<file path="config.mk">
export PLATFORM = sky130hd
export DESIGN_NAME = seq_controller_flat
export DESIGN_NICKNAME = d
export VERILOG_FILES = /design/src/rtl/veririsc_pkg.sv /design/src/rtl/seq_controller_if.sv /design/src/rtl/phase_counter.sv /design/src/rtl/seq_controller.sv /design/src/flat_wrapper.sv
export SDC_FILE = /design/constraint.sdc
export NUM_CORES = 1
export LEC_CHECK = 0
export BUFFER_PORTS_ARGS = -buffer_cell sky130_fd_sc_hd__buf_2
export CORE_AREA = 4 4 41 43
export CTS_CLUSTER_DIAMETER = 40
export CTS_CLUSTER_SIZE = 30
export DETAILED_ROUTE_END_ITERATION = 12
export DIE_AREA = 0 0 45 47
export PLACE_DENSITY = 0.59
export SKIP_CTS_REPAIR_TIMING = 1
export SKIP_LAST_GASP = 1
export SLEW_MARGIN = 30
export SYNTH_ARGS = -nofsm -noshare
export SYNTH_HDL_FRONTEND = slang
export SYNTH_HIERARCHICAL = 1
export SYNTH_SLANG_ARGS = --single-unit
</file>
<file path="constraint.sdc">
create_clock -name clk -period 1.5 [get_ports clk]
set_input_delay 0.3 -clock clk [delete_from_list [all_inputs] [get_ports clk]]
set_output_delay 0.3 -clock clk [all_outputs]
set_load 0.01 [all_outputs]
</file>
<file path="src/rtl/veririsc_pkg.sv">
// veririsc_pkg: opcode and phase codes shared by the sequence controller and its bench.
package veririsc_pkg;
  localparam logic [2:0] HLT = 3'd0;
  localparam logic [2:0] SKZ = 3'd1;
  localparam logic [2:0] ADD = 3'd2;
  localparam logic [2:0] AND = 3'd3;
  localparam logic [2:0] XOR = 3'd4;
  localparam logic [2:0] LDA = 3'd5;
  localparam logic [2:0] STO = 3'd6;
  localparam logic [2:0] JMP = 3'd7;
  localparam logic [2:0] INST_ADDR  = 3'd0;
  localparam logic [2:0] INST_FETCH = 3'd1;
  localparam logic [2:0] INST_LOAD  = 3'd2;
  localparam logic [2:0] IDLE       = 3'd3;
  localparam logic [2:0] OP_ADDR    = 3'd4;
  localparam logic [2:0] OP_FETCH   = 3'd5;
  localparam logic [2:0] ALU_OP     = 3'd6;
  localparam logic [2:0] STORE      = 3'd7;
  typedef enum logic {S_RUN, S_HALTED} state_e;
  function automatic logic is_aluop(input logic [2:0] op);
    return op inside {ADD, AND, XOR, LDA};
  endfunction
endpackage

</file>
<file path="src/rtl/seq_controller_if.sv">
// seq_controller_if: instruction inputs and datapath strobes of the sequence controller.
interface seq_controller_if;
  logic [2:0] opcode;
  logic       zero;
  logic       stall;
  logic [2:0] phase;
  logic       sel;
  logic       rd;
  logic       ld_ir;
  logic       inc_pc;
  logic       ld_pc;
  logic       ld_ac;
  logic       wr;
  logic       data_e;
  logic       halt;
  modport master (output opcode, zero, stall,
                  input phase, sel, rd, ld_ir, inc_pc, ld_pc, ld_ac, wr, data_e, halt);
  modport slave  (input opcode, zero, stall,
                  output phase, sel, rd, ld_ir, inc_pc, ld_pc, ld_ac, wr, data_e, halt);
endinterface

</file>
<file path="src/rtl/phase_counter.sv">
// phase_counter: 3-bit machine phase counter, wraps 7->0, advances only when enabled.
module phase_counter (
  input  logic       clk,
  input  logic       rst_n,
  input  logic       en_i,
  output logic [2:0] phase_o
);
  logic [2:0] phase_q, phase_d;
  assign phase_d = en_i ? phase_q + 3'd1 : phase_q;
  always_ff @(posedge clk) begin
    if (!rst_n) phase_q <= 3'd0;
    else phase_q <= phase_d;
  end
  assign phase_o = phase_q;
endmodule

</file>
<file path="src/rtl/seq_controller.sv">
// seq_controller: 8-phase instruction sequencer; halted flag plus combinational strobe decode.
module seq_controller
  import veririsc_pkg::*;
(
  input logic             clk,
  input logic             rst_n,
  seq_controller_if.slave bus
);
  state_e     state_q, state_d;
  logic [2:0] phase;
  logic       hlt_now, en, alu;
  assign hlt_now = (phase == OP_ADDR) && (bus.opcode == HLT);
  // HLT parks the counter at phase 4 both before and after the halted flag is set
  assign en  = !bus.stall && (state_q == S_RUN) && !hlt_now;
  assign alu = is_aluop(bus.opcode);
  phase_counter u_cnt (
    .clk     (clk),
    .rst_n   (rst_n),
    .en_i    (en),
    .phase_o (phase)
  );
  assign state_d = (state_q == S_RUN && hlt_now && !bus.stall) ? S_HALTED : state_q;
  always_ff @(posedge clk) begin
    if (!rst_n) state_q <= S_RUN;
    else state_q <= state_d;
  end
  assign bus.phase = phase;
  always_comb begin
    bus.sel    = 1'b0;
    bus.rd     = 1'b0;
    bus.ld_ir  = 1'b0;
    bus.inc_pc = 1'b0;
    bus.ld_pc  = 1'b0;
    bus.ld_ac  = 1'b0;
    bus.wr     = 1'b0;
    bus.data_e = 1'b0;
    bus.halt   = 1'b0;
    if (state_q == S_HALTED) bus.halt = 1'b1;
    else begin
      case (phase)
        INST_ADDR: bus.sel = 1'b1;
        INST_FETCH: begin
          bus.sel = 1'b1;
          bus.rd  = 1'b1;
        end
        INST_LOAD, IDLE: begin
          bus.sel   = 1'b1;
          bus.rd    = 1'b1;
          bus.ld_ir = 1'b1;
        end
        OP_ADDR: begin
          bus.inc_pc = 1'b1;
          bus.halt   = bus.opcode == HLT;
        end
        OP_FETCH: bus.rd = alu;
        ALU_OP: begin
          bus.rd     = alu;
          bus.inc_pc = bus.opcode == SKZ && bus.zero;
          bus.ld_pc  = bus.opcode == JMP;
          bus.data_e = bus.opcode == STO;
        end
        STORE: begin
          bus.rd     = alu;
          bus.ld_ac  = alu;
          bus.ld_pc  = bus.opcode == JMP;
          bus.wr     = bus.opcode == STO;
          bus.data_e = bus.opcode == STO;
        end
        default: ;
      endcase
    end
  end
endmodule

</file>
<file path="src/flat_wrapper.sv">
// flat-port wrapper written by rule: the top's interface ports become plain ports
module seq_controller_flat import veririsc_pkg::*;
  (clk, rst_n, bus_opcode, bus_zero, bus_stall, bus_phase, bus_sel, bus_rd, bus_ld_ir, bus_inc_pc, bus_ld_pc, bus_ld_ac, bus_wr, bus_data_e, bus_halt);
  seq_controller_if bus_i ();
  input logic clk;
  input logic rst_n;
  input wire logic [$bits(bus_i.opcode)-1:0] bus_opcode;
  input wire logic [$bits(bus_i.zero)-1:0] bus_zero;
  input wire logic [$bits(bus_i.stall)-1:0] bus_stall;
  output wire logic [$bits(bus_i.phase)-1:0] bus_phase;
  output wire logic [$bits(bus_i.sel)-1:0] bus_sel;
  output wire logic [$bits(bus_i.rd)-1:0] bus_rd;
  output wire logic [$bits(bus_i.ld_ir)-1:0] bus_ld_ir;
  output wire logic [$bits(bus_i.inc_pc)-1:0] bus_inc_pc;
  output wire logic [$bits(bus_i.ld_pc)-1:0] bus_ld_pc;
  output wire logic [$bits(bus_i.ld_ac)-1:0] bus_ld_ac;
  output wire logic [$bits(bus_i.wr)-1:0] bus_wr;
  output wire logic [$bits(bus_i.data_e)-1:0] bus_data_e;
  output wire logic [$bits(bus_i.halt)-1:0] bus_halt;
  assign bus_i.opcode = bus_opcode;
  assign bus_i.zero = bus_zero;
  assign bus_i.stall = bus_stall;
  assign bus_phase = bus_i.phase;
  assign bus_sel = bus_i.sel;
  assign bus_rd = bus_i.rd;
  assign bus_ld_ir = bus_i.ld_ir;
  assign bus_inc_pc = bus_i.inc_pc;
  assign bus_ld_pc = bus_i.ld_pc;
  assign bus_ld_ac = bus_i.ld_ac;
  assign bus_wr = bus_i.wr;
  assign bus_data_e = bus_i.data_e;
  assign bus_halt = bus_i.halt;
  seq_controller u_core (.clk(clk), .rst_n(rst_n), .bus(bus_i));
endmodule
</file>
==> run_results.csv, run 1 <==
group,metric,value,unit
synth,synthArstFlopShare,0,
sta,hold_slack,0.340,ns
synth,synth_area_leaders,"dfxtp_1, mux2i_1, nor3_1",
synth,yosysWarnings,6,
worst_setup_path,crit_path_top_delay_cell,"or4b_4",
worst_setup_path,cp.required,1.20,ns
placed_design,dp_hpwl,680,µm
worst_setup_path,cp-start-kind,"flip-flop",
clock_tree,cts_max_level,1,
placed_design,gp_congestion,0.725,
layout,multiInputGateArea,245,µm²
global_route,grtUsageTotal,0.0964,
layout,nFillCells,143,
drt,drt_first_iter_violations,6,
layout,regArea,90.1,µm²
worst_setup_path,crit_chain,"or4b_4, o31ai_2, buf_2",
worst_setup_path,critPathMaxFanout,2,
floorplan,io_pins,19,
drt,dr.pass1.iters,2,
sta,period_minus_slack,1.73,ns
synth,yosysTopAreaCellShare,0.264,
floorplan,die_y,47,µm
placed_design,port_buffers,18,
synth,ys_types,22,
power,irDropWorstVdd,0.552,mV
drt,vias,387,
synth,synth_ff_type,"dfxtp_1",
clock_tree,cts_tree,"built",
power,power,345,µW
sta,rsz0062_at_grt,"true",
global_route,grt_start_max_net_pins,9,
worst_hold_path,hp-class,"in -> reg",
clock_tree,numCtsBuffers,3,
sta,hold_viol,0,
sta,slew_violations,0,
worst_setup_path,crit_arrival,1.43,ns
floorplan,die_w,45,µm
synth,netlist_area,303,µm²
global_route,antenna_found_initial,0,
synth,syn_inst,37,
status,status,"complete, but fails checks",
global_route,grt_pass1_wl,1.41,mm
drt,wl_per_cell,11.6,µm
status,violations,"negative setup slack",
synth,synth_edf_count,0,
sta,fmax,580,MHz
job,drv_cap,0,
global_route,grt_pass1_vias,308,
power,pwr_density_cell,670,nW/µm²
sta,tightestPinTransition,0.240,ns
worst_setup_path,cpPeakStageDelay,0.51,ns
drt,wl,901,µm
layout,syn_to_final_growth,70.2,%
synth,synth-seq-cells,4,
clock_tree,clockBufferDepth,2,
synth,seq_area_frac_synth,0.264,
floorplan,rows,13,
sta,fin_crit_sh,1.15,
synth,syn-mean-instance-area,8.18,µm²
sta,setup_ws,-0.226,ns
sta,max_slew_margin,0.839,
layout,drive_gt1_frac,0.587,
worst_setup_path,cp-end-kind,"output pin",
clock_tree,clk_pin_slew,0.04,ns
synth,synthTopCellsByCount,"dfxtp_1, nand2_1, inv_1, nor2_1, nor3_1",
clock_tree,clk_latency,0.23,ns
layout,nets,73,
clock_tree,cts_root_buf,"clkbuf_4",
synth,synth_largest_area_cell,"dfxtp_1",
floorplan,core_area,1300,µm²
drt,drtAntennaViolNets,0,
floorplan,initial_utilization,0.233,
floorplan,die_area,2120,µm²
drt,vias_per_cell,4.96,
drt,drc,0,
sta,fin_skew,0.00257,ns
global_route,grt_overflow_total,0,
synth,synth_nets,45,
clock_tree,clkSinkCount,4,
layout,num_antenna_cells,0,
worst_setup_path,worstSetupPathType,"reg -> out",
power,p_leak,0.239,nW
sta,setup-violations-final,6,
[metrics by stage]
step	instances	util	setup TNS (ns)	area, µm²	worst slack [ns]
2_1_floorplan	37	-	-0.138	312	-0.0810
3_3_place_gp	74	0.346	-0.568	450	-0.172
3_5_place_dp	74	0.346	-0.595	450	-0.183
4_1_cts	77	0.363	-0.490	473	-0.294
5_1_grt	78	0.396	-1.20	515	-0.272
6_report	78	0.396	-0.697	515	-0.226
[layer usage]
metal / track usage / share of wire / vias up / wire length [µm]
met1: 0.127 / 0.44 / 176 / 395
met3: 0.0766 / 0.15 / 0 / 135
met5: 0 / 0 / - / 0
li1: - / - / 190 / -
met2: 0.130 / 0.41 / 21 / 369
met4: 0 / 0 / 0 / 0
[cell families (layout without fill, tap and decap cells)]
kind of cell	Yosys count	after routing	share of synthesized area
simple gates	20	20	0.413
compound gates	5	5	0.120
mux	2	2	0.0661
xor+xnor	2	2	0.0579
flops	4	4	0.264
fa+ha+maj	1	1	0.0413
buf+inv	3	29	0.0372
[worst max-delay path: cells and delay by family (launching register included)]
| kind | cells | cell delay, ns |
|---|---|---|
| compound gates | 1 | 0.18 |
| simple gates | 1 | 0.51 |
| buf+inv | 1 | 0.16 |
| flops | 1 | 0.33 |
[path summary, 6_finish.rpt]
check | cells after the start | endpoint | from | slack, ns
hold / removal | 3 | u_core/state_q | rst_n | 0.34
setup / recovery | 3 | bus_halt | u_core/u_cnt/phase_o[1] | -0.23
hold reg to reg | 2 | u_core/state_q | u_core/state_q | 0.51
setup reg to reg | 5 | u_core/u_cnt/phase_o[0] | u_core/u_cnt/phase_o[1] | -0.16
[placed cells by master (no fill, tap or decap)]
cell / instances
buf_2: 18
clkbuf_4: 3
xor2_1: 1
nand4b_1: 1
o31a_1: 1
xnor2_1: 1
mux2i_1: 2
nor2_1: 3
nor2b_1: 1
o21ai_0: 1
dfxtp_2: 2
o31ai_2: 1
a211oi_2: 1
dfxtp_4: 2
buf_4: 5
and3_1: 1
nor3_2: 2
ha_1: 1
inv_1: 3
or4b_4: 1
nand2b_4: 1
and2_1: 1
or4b_1: 1
nor4b_2: 1
nand2_1: 4
nand4bb_1: 1
nor3_1: 1
a211oi_1: 1
nand2b_1: 1
[sequential cells by signal, indices dropped and copies added, names as in the netlist]
name / flops
u_core/u_cnt/phase_o: 3
u_core/state_q: 1
[report_power, final]
part	switching, mW	internal, mW
registers	0.00297	0.113
logic	0.0501	0.0432
clock network	0.0465	0.0897
total	0.0995	0.246
[area by class of cell]
class / count / area share
clock buffer: 3 / 0.0437
inverter: 3 / 0.0218
multi-input combinational: 30 / 0.476
sequential: 4 / 0.175
tap: 15 / 0.0364
timing repair buffer: 23 / 0.248
Power figures use the tool's default switching activity.
==> run 2: changes to the inputs <==
CORE_AREA = 2 2 39 41   (was 4 4 41 43)
DIE_AREA = 0 0 41 43   (was 0 0 45 47)
==> run_results.csv, run 2 (synthesis results as in run 1) <==
group,metric,value,unit
layout,syn_to_final_growth,80.2,%
sta,tightestPinTransition,0.236,ns
status,violations,"negative setup slack",
layout,largest_reg_flops,3,
sta,period_minus_slack,1.74,ns
floorplan,initial_utilization,0.219,
drt,vias_per_cell,4.60,
layout,regArea,92.6,µm²
worst_setup_path,rr_endpoint,"u_core/u_cnt/phase_o[0]",
power,pwr_density_cell,629,nW/µm²
drt,drt_first_iter_violations,1,
drt,wl,862,µm
sta,tns,-0.375,ns
layout,mostFrequentLayoutCell,"buf_2",
clock_tree,numCtsBuffers,3,
floorplan,die_area,1760,µm²
layout,nets,75,
sta,fin_skew,0.00827,ns
drt,drtAntennaViolNets,0,
worst_setup_path,crit_path_start,"u_core/u_cnt/phase_o[0]",
floorplan,core_area,1380,µm²
layout,layout_common_cells,"buf_2, buf_4, nand2_1",
global_route,grt_pass1_wl,1.18,mm
drt,wl_met2,407,µm
clock_tree,clk_pin_slew,0.04,ns
floorplan,rows,14,
layout,nFillCells,150,
layout,drive_gt1_frac,0.585,
sta,fin_crit_sh,1.16,
status,status,"complete, but fails checks",
sta,setup_ws,-0.238,ns
drt,vias,373,
worst_setup_path,cp.required,1.20,ns
clock_tree,cts_root_buf,"clkbuf_4",
placed_design,gp_congestion,0.704,
layout,fin_util,0.394,
drt,dr_wl_met3,89,µm
worst_setup_path,cp-start-kind,"flip-flop",
drt,met1Wirelength,366,µm
worst_setup_path,r2r_setup_slack,-0.06,ns
job,drv_cap,0,
sta,slew_violations,0,
sta,fmax,575,MHz
floorplan,die_y,43,µm
worst_setup_path,critPathMaxFanout,3,
placed_design,dp_hpwl,653,µm
floorplan,die_w,41,µm
clock_tree,cts_tree,"built",
drt,dr.pass1.iters,4,
worst_setup_path,cp-endpoint,"bus_halt",
worst_setup_path,cp-end-kind,"output pin",
global_route,grt_overflow_total,0,
placed_design,pre_cts_slack,-0.179,ns
sta,max_slew_margin,0.841,
sta,setup-violations-final,5,
placed_design,port_buffers,18,
worst_setup_path,crit_arrival,1.44,ns
global_route,grt_start_max_net_pins,9,
clock_tree,cts_max_level,1,
power,irDropWorstVdd,0.272,mV
drt,drc,0,
global_route,grt_pass1_vias,312,
drt,top_layer_used,"met3",
sta,hold_viol,0,
worst_setup_path,worstSetupPathType,"reg -> out",
global_route,grtUsageTotal,0.102,
worst_setup_path,reg2reg_depth,4,
global_route,antenna_found_initial,0,
clock_tree,clk_latency,0.23,ns
clock_tree,clkSinkCount,4,
layout,multiInputGateArea,249,µm²
drt,wl_per_cell,10.6,µm
layout,num_antenna_cells,0,
worst_hold_path,hp-class,"in -> reg",
clock_tree,clockBufferDepth,2,
floorplan,io_pins,19,
power,p_leak,0.252,nW
worst_setup_path,r2r_start,"u_core/u_cnt/phase_o[0]",
sta,rsz0062_at_grt,"true",
## run 2: cell count changes in the layout (fill, tap and decap cells not counted), sizes merged
| cell | before | now |
|---|---|---|
| buf | 23 | 25 |
## run 2: how the worst min path moves through the flow
stage / start / to / slack [ns] / depth (start not counted)
after floorplan: rst_n / u_core/state_q / 0.41 / 2
after global placement: u_core/state_q / u_core/state_q / 0.55 / 2
after detailed placement: u_core/state_q / u_core/state_q / 0.54 / 2
after CTS: rst_n / u_core/u_cnt/phase_o[0] / 0.36 / 2
after global routing: bus_stall / u_core/state_q / 0.36 / 3
final: bus_stall / u_core/state_q / 0.36 / 3
## run 2: report_power, final
group | total (mW) | switching (mW) | internal (mW)
sequential | 0.115 | 0.00343 | 0.111
combinational | 0.0969 | 0.0497 | 0.0472
clock | 0.131 | 0.0421 | 0.0893
total | 0.343 | 0.0952 | 0.248
## run 2: area by class of cell
| type | count | area share |
|---|---|---|
| Multi-Input combinational cell | 30 | 0.456 |
| Inverter | 3 | 0.0206 |
| Tap cell | 16 | 0.0367 |
| Clock buffer | 3 | 0.0413 |
| Sequential cell | 4 | 0.170 |
| Timing Repair Buffer | 25 | 0.275 |
## run 2: critical path, cell delays in order (launching register included)
cell     delay (ns)
dfxtp_4        0.33
or4b_4         0.54
o31ai_4        0.17
buf_2          0.16
## run 2: per-layer routing
metal	global-route usage	up-vias
li1	-	194
met1	0.112	162
met2	0.153	17
met3	0.0314	0
met4	0.0800	0
met5	0	-
## run 2: through the flow
step	hold WS, ns	total power [mW]	instances	area (µm²)
floorplan	0.413	0.162	37	312
global placement	0.552	0.204	75	452
detailed placement	0.542	0.207	75	452
CTS	0.359	0.345	78	474
global route	0.361	0.374	81	546
finish	0.357	0.343	81	546
==> run 3: changes to the inputs <==
PLACE_DENSITY = 0.57   (was 0.59)
clock period = 1.7 ns   (was 1.5 ns; I/O delays follow)
==> run_results.csv, run 3 (synthesis results as in run 1) <==
group,metric,value,unit
layout,instances_no_fill,78,
floorplan,rows,14,
worst_setup_path,cp.required,1.36,ns
layout,nets,72,
floorplan,io_pins,19,
sta,period_minus_slack,1.75,ns
floorplan,core_area,1380,µm²
layout,num_antenna_cells,0,
worst_hold_path,hold_depth,3,
global_route,grt_overflow_total,0,
drt,vias,364,
clock_tree,cts_root_buf,"clkbuf_4",
clock_tree,clk_latency,0.23,ns
drt,wl,866,µm
worst_hold_path,hp-class,"in -> reg",
power,irDropWorstVdd,0.288,mV
sta,max_slew_margin,0.859,
sta,setup-violations-final,1,
placed_design,gp_congestion,0.712,
drt,dr_wl_met3,83,µm
worst_setup_path,critPathMaxFanout,3,
drt,wl_met2,403,µm
job,drv_cap,0,
global_route,grt_pass1_wl,1.25,mm
drt,dr.pass1.iters,3,
status,status,"complete, but fails checks",
layout,multiInputGateArea,223,µm²
drt,drt_first_iter_violations,1,
sta,tightestPinTransition,0.212,ns
drt,wl_per_cell,11.1,µm
sta,tns,-0.0517,ns
sta,fin_skew,0.000224,ns
layout,layout_common_cells,"buf_2, buf_4, nand2_1, dfxtp_1",
clock_tree,numCtsBuffers,3,
drt,top_layer_used,"met4",
sta,fin_crit_sh,1.03,
placed_design,dpl.cell_count,75,
floorplan,die_y,43,µm
drt,drtAntennaViolNets,0,
power,p_leak,0.229,nW
layout,nFillCells,150,
sta,hold_viol,0,
sta,slew_violations,0,
floorplan,die_area,1760,µm²
layout,largest_reg_flops,3,
clock_tree,clockBufferDepth,2,
worst_setup_path,cp-start-kind,"flip-flop",
clock_tree,cts_tree,"built",
placed_design,port_buffers,18,
power,pwr_density_cell,625,nW/µm²
layout,drive_gt1_frac,0.452,
layout,regArea,80.1,µm²
clock_tree,clk_pin_slew,0.04,ns
global_route,antenna_found_initial,0,
sta,rsz0062_at_grt,"true",
worst_setup_path,reg2reg_depth,4,
floorplan,die_w,41,µm
drt,met1Wirelength,369,µm
worst_setup_path,crit_arrival,1.41,ns
status,violations,"negative setup slack",
clock_tree,clkSinkCount,4,
floorplan,initial_utilization,0.219,
sta,setup_ws,-0.0517,ns
clock_tree,cts_max_level,1,
global_route,grtUsageTotal,0.108,
layout,fin_util,0.344,
drt,drc,0,
placed_design,dp_hpwl,640,µm
worst_setup_path,worstSetupPathType,"reg -> out",
layout,mostFrequentLayoutCell,"buf_2",
global_route,grt_pass1_vias,327,
global_route,grt_start_max_net_pins,9,
layout,syn_to_final_growth,57.4,%
sta,fmax,571,MHz
worst_setup_path,cp-end-kind,"output pin",
drt,vias_per_cell,4.67,
## run 3: layout make-up
class,instances,share of cell area
Multi-Input combinational cell,30,0.467
Sequential cell,4,0.168
Inverter,3,0.0236
Timing Repair Buffer,22,0.252
Clock buffer,3,0.0472
Tap cell,16,0.0420
## run 3: path summary, 6_finish.rpt
path	startpoint	endpoint	slack, ns
worst max-delay path	u_core/u_cnt/phase_o[0]	bus_halt	-0.05
worst min-delay path	rst_n	u_core/state_q	0.39
worst max register to register	u_core/u_cnt/phase_o[0]	u_core/u_cnt/phase_o[0]	0.11
worst min register to register	u_core/state_q	u_core/state_q	0.54
## run 3: routing by layer
metal  vias to the layer above  GRT usage
met5                         -          0
met4                         0      0.100
met3                         2     0.0314
met2                        17      0.172
met1                       160      0.103
li1                        185          -
## run 3: metrics by stage
stage | cell area (µm²) | setup WS (ns) | total power, mW | hold slack (ns)
2_1_floorplan | 303 | 0.0476 | 0.142 | 0.453
3_3_place_gp | 443 | 0.0286 | 0.182 | 0.557
3_5_place_dp | 443 | 0.0193 | 0.182 | 0.550
4_1_cts | 465 | -0.0842 | 0.306 | 0.392
5_1_grt | 477 | -0.130 | 0.322 | 0.415
6_report | 477 | -0.0517 | 0.298 | 0.387
## run 3: critical path, stage by stage, from the launching register on
cell and delay, ns:
dfxtp_1 0.30, or4b_4 0.55, o31ai_2 0.17, buf_2 0.16
## run 3: power breakdown
part | internal [mW] | total, mW | switching (mW)
registers | 0.0996 | 0.102 | 0.00255
logic | 0.0373 | 0.0792 | 0.0419
clock network | 0.0789 | 0.117 | 0.0376
